`config.mk`:
```
export PLATFORM = sky130hd
export DESIGN_NAME = spram_access_arbiter
export DESIGN_NICKNAME = d
export VERILOG_FILES = /design/src/rtl/spram_access_arbiter.sv
export SDC_FILE = /design/constraint.sdc
export NUM_CORES = 1
export LEC_CHECK = 0
export BUFFER_PORTS_ARGS = -buffer_cell sky130_fd_sc_hd__buf_2
export CAP_MARGIN = 30
export CORE_MARGIN = 3
export CORE_UTILIZATION = 45
export CTS_CLUSTER_SIZE = 24
export DETAILED_ROUTE_END_ITERATION = 10
export PLACE_DENSITY = 0.74
export REMOVE_ABC_BUFFERS = 1
export SLEW_MARGIN = 25
export SYNTH_ARGS = -nofsm -noshare
export SYNTH_HDL_FRONTEND = slang
export SYNTH_SLANG_ARGS = --single-unit
```
`constraint.sdc`:
```
create_clock -name clk -period 2.3 [get_ports clk]
set_input_delay 0.345 -clock clk [delete_from_list [all_inputs] [get_ports clk]]
set_output_delay 0.345 -clock clk [all_outputs]
set_load 0.005 [all_outputs]
```
`src/rtl/spram_access_arbiter.sv`:
```
// rtl/spram_access_arbiter.sv - write/read arbiter onto one single-port RAM with a 2-entry read response FIFO
// Reads are throttled by credits so the response FIFO can never overflow under backpressure.
module spram_access_arbiter #(
    parameter int depth = 64,
    parameter int width = 8,
    localparam int AW = $clog2(depth)
) (
    input  logic             clk,
    input  logic             rst,
    input  logic             wr_valid,
    output logic             wr_ready,
    input  logic [AW-1:0]    wr_addr,
    input  logic [width-1:0] wr_data,
    input  logic             rd_valid,
    output logic             rd_ready,
    input  logic [AW-1:0]    rd_addr,
    output logic             rsp_valid,
    input  logic             rsp_ready,
    output logic [width-1:0] rsp_data,
    output logic             ram_wr_en,
    output logic [AW-1:0]    ram_addr,
    output logic [width-1:0] ram_data_in,
    input  logic [width-1:0] ram_data_out
);

    logic             pend;
    logic [1:0]       cnt;
    logic             last_grant;
    logic [AW-1:0]    addr_q;
    logic [width-1:0] fifo_mem [2];
    logic             wr_ptr;
    logic             rd_ptr;

    logic             grant_wr;
    logic             grant_rd;
    logic [1:0]       occ;
    logic             rd_elig;
    logic             push;
    logic             pop;

    // Reads in flight plus buffered responses; pop credit is only seen next cycle.
    assign occ     = cnt + {1'b0, pend};
    assign rd_elig = (occ < 2'd2);

    always_comb begin
        grant_wr = 1'b0;
        grant_rd = 1'b0;
        if (!rst) begin
            if (wr_valid && rd_valid && rd_elig) begin
                if (last_grant) grant_rd = 1'b1;
                else            grant_wr = 1'b1;
            end else if (wr_valid) begin
                grant_wr = 1'b1;
            end else if (rd_valid && rd_elig) begin
                grant_rd = 1'b1;
            end
        end
    end

    assign wr_ready    = grant_wr;
    assign rd_ready    = grant_rd;
    assign ram_wr_en   = grant_wr;
    assign ram_data_in = wr_data;
    assign ram_addr    = grant_wr ? wr_addr : (grant_rd ? rd_addr : addr_q);

    assign push      = pend;
    assign rsp_valid = (cnt != 2'd0);
    assign pop       = rsp_valid && rsp_ready;
    assign rsp_data  = fifo_mem[rd_ptr];

    always_ff @(posedge clk or posedge rst) begin
        if (rst) begin
            pend        <= 1'b0;
            cnt         <= 2'd0;
            last_grant  <= 1'b0;
            addr_q      <= '0;
            wr_ptr      <= 1'b0;
            rd_ptr      <= 1'b0;
            fifo_mem[0] <= '0;
            fifo_mem[1] <= '0;
        end else begin
            addr_q <= ram_addr;
            pend   <= grant_rd;
            if (grant_wr || grant_rd) last_grant <= grant_wr;
            if (push) begin
                fifo_mem[wr_ptr] <= ram_data_out;
                wr_ptr           <= ~wr_ptr;
            end
            if (pop) rd_ptr <= ~rd_ptr;
            case ({push, pop})
                2'b10:   cnt <= cnt + 2'd1;
                2'b01:   cnt <= cnt - 2'd1;
                default: cnt <= cnt;
            endcase
        end
    end

    a_no_overflow: assert property (@(posedge clk) disable iff (rst) !(push && !pop && cnt == 2'd2));

endmodule
```
==> impl_metrics.toml <==
[global_route]
gr-usage-all-layers = 0.152
grt_pass1_vias = 1188
grt_max_degree = 22
gr-total-overflow = 0
grt_pass1_wl_um = 5000
grt_antenna_before_repair = 0

[worst_setup_path]
critPathLaunchType = "register"
crit_fanout = 8
worstPathArrival_ps = 1880
critPathKind = "reg -> out"
required_ps = 1960
cp-end-kind = "primary output"

[timing]
fin_hold_ws_ps = 218
hold_violations = 0
timing.slew.headroom = 0.513
slew_viol_final = 0
tightest_slew_ps = 729
setup_viol_count_final = 0
fin_ws_ps = 74.4
skew_ps = 1.25
fin_crit_sh = 0.968
fin_tns_setup_ps = 0
layout_min_cycle_time_ps = 2230
fmax_ghz = 0.449
grt_setup_unrepaired = "true"

[floorplan]
ioPinCount = 59
fp.coreArea_um2 = 3180
die_area_um2 = 4230
rows = 20
die_y_um = 65.1
start_util = 0.494
die_w_um = 65.1

[routing]
viasPerCell = 5.14
wirelength_um = 3090
ant_nets = 0
dr.first_iter.drc_count = 19
firstDrtPassIters = 2
wl_per_cell_um = 13.6
drc = 0
vias = 1173

[power_and_ir_drop]
cellPowerDensity_nw_per_um2 = 1120
p_comb_frac = 0.473
intPower_mw = 1.34
power.switching_mw = 0.697
peakVddDrop_mv = 0.420
p_sw_frac = 0.341
leakage_nw = 0.873
clkPwrFrac = 0.094
seq_power_share = 0.432

[synthesis]
ys_ff_latch = 28
ys_seq_area_frac = 0.446
syn_area_um2 = 1570
synth.most_common_cell = "dfrtp_1"
ys_top_cells_by_area = "dfrtp_1, mux2_2, nand2_1"
syn_area_per_cell_um2 = 10.5
async_reset_ff_frac = 1.00
yosysUniqueCellTypes = 25
yosysTopAreaCell = "dfrtp_1"
yosysWarnings = 0
synthFlopType = "dfrtp_1"
synth_edf_count = 0
synth_top_cell_area_share = 0.446
syn_inst = 150
yosys-top-cells-count = "dfrtp_1, nand2_1, mux2_2, nor2_1, buf_4"

[layout]
multi_input_area_um2 = 790
ff_latch_area_um2 = 701
syn_to_final_growth_pct = 16.6
layout.nets = 220
fillerInstances = 297
antenna_cells = 0
drive_above_1_share = 0.462

[clocking]
ctsHoldBuffers = 0
insertion_delay_ps = 310
clk_pin_slew_ps = 140
cts_buffers = 3
cts-root-buf = "clkbuf_4"
clock-sinks = 28
cts_tree = "yes"
cts_htree_levels = 1
cts.path.max_buffers = 2

[placed_design]
hpwl_um = 2210
numPortBuffers = 42
pre_cts_slack_ps = 148
routabilityCongestion = 0.735

[job]
maxCapViolations = 0

[min_path]
min_path_type = "in -> async"

[run_status]
status = "finished clean"
layout by cell type, fill, tap and decap left out:
cell type,netlist,final
a211oi_2,6,5
a211oi_4,0,1
a21oi_1,2,1
a21oi_2,0,1
a31oi_1,1,1
and2_1,1,1
and3_1,2,1
and3_4,0,1
buf_2,2,42
buf_4,9,6
clkbuf_4,0,3
dfrtp_1,28,28
ha_1,1,1
inv_1,2,2
mux2_2,16,16
mux2_4,6,6
mux2i_1,6,5
mux2i_2,0,1
nand2_1,25,25
nand2b_1,8,8
nor2_1,14,14
nor3_1,6,6
nor3b_1,1,1
o211a_4,0,1
o21a_4,0,1
or2_2,1,1
xnor2_1,2,2
xor2_1,3,3
area by class of cell:
| class | count | area share |
|---|---|---|
| Sequential cell | 28 | 0.383 |
| Multi-Input combinational cell | 103 | 0.431 |
| Tap cell | 44 | 0.0301 |
| Clock buffer | 3 | 0.0123 |
| Timing Repair Buffer | 48 | 0.139 |
| Inverter | 2 | 0.00410 |
worst max-delay path: stages (launching register included):
cell,delay [ps]
dfrtp_1,440
a21oi_2,210
o21a_4,250
mux2_4,330
a211oi_4,180
buf_2,150
metal layers:
| metal | global-route usage | vias up | share of wire |
|---|---|---|---|
| met3 | 0.0503 | 2 | 0.087 |
| met5 | 0 | - | 0 |
| li1 | - | 565 | - |
| met1 | 0.170 | 559 | 0.42 |
| met4 | 0.0596 | 0 | 0.0074 |
| met2 | 0.266 | 47 | 0.49 |
power by group through the flow:
stage | combinational, mW | sequential [mW] | clock [mW]
after floorplan | 0.618 | 0.853 | 0
after global placement | 0.856 | 0.884 | 0
after detailed placement | 0.877 | 0.897 | 0
after CTS | 0.938 | 0.879 | 0.201
after global routing | 1.06 | 0.919 | 0.221
final | 0.966 | 0.883 | 0.193
stage by stage:
| step | cells | power, mW | util | cell area (um^2) |
|---|---|---|---|---|
| floorplan | 133 | 1.47 | - | 1460 |
| global placement | 221 | 1.74 | 0.548 | 1740 |
| detailed placement | 221 | 1.77 | 0.548 | 1740 |
| CTS | 227 | 2.02 | 0.566 | 1800 |
| global route | 228 | 2.20 | 0.576 | 1830 |
| finish | 228 | 2.04 | 0.576 | 1830 |
cells by family (layout without fill, tap and decap cells):
kind of cell,after synthesis,in the layout,synth area share
and+or+nand+nor,58,58,0.165
muxes,28,28,0.210
DFF,28,28,0.446
buffers and inverters,19,53,0.0733
AOI/OAI and AO/OA,11,11,0.0693
xor gates and xnor gates,5,5,0.0279
adders and majority gates,1,1,0.00797
sequential cells by signal, summed over array words and instances, names as in the netlist:
signal      cells
addr_q          6
cnt             2
fifo_mem       16
last_grant      1
pend            1
rd_ptr          1
wr_ptr          1
repair_timing:
| item | 4_1_cts | 5_1_grt |
|---|---|---|
| pin swaps | 1 | 8 |
| setup endpoints to repair | 6 | 6 |
| resized for setup | 4 | 4 |
| setup buffers | 3 | 1 |
path summary, 6_finish.rpt:
path	startpoint	end	slack, ps	depth (start not counted)
max in group asynchronous	rst	fifo_mem[2]$_DFFE_PP0P_	1370	3
min in group clk	ram_data_out[4]	fifo_mem[12]$_DFFE_PP0P_	230	3
hold / removal	rst	addr_q[1]$_DFF_PP0_	220	2
hold reg to reg	fifo_mem[15]$_DFFE_PP0P_	fifo_mem[15]$_DFFE_PP0P_	490	2
setup / recovery	pend$_DFF_PP0_	ram_addr[0]	70	5
setup reg to reg	cnt[0]$_DFFE_PP0P_	cnt[1]$_DFFE_PP0P_	560	6
Power figures use the tool's default switching activity.
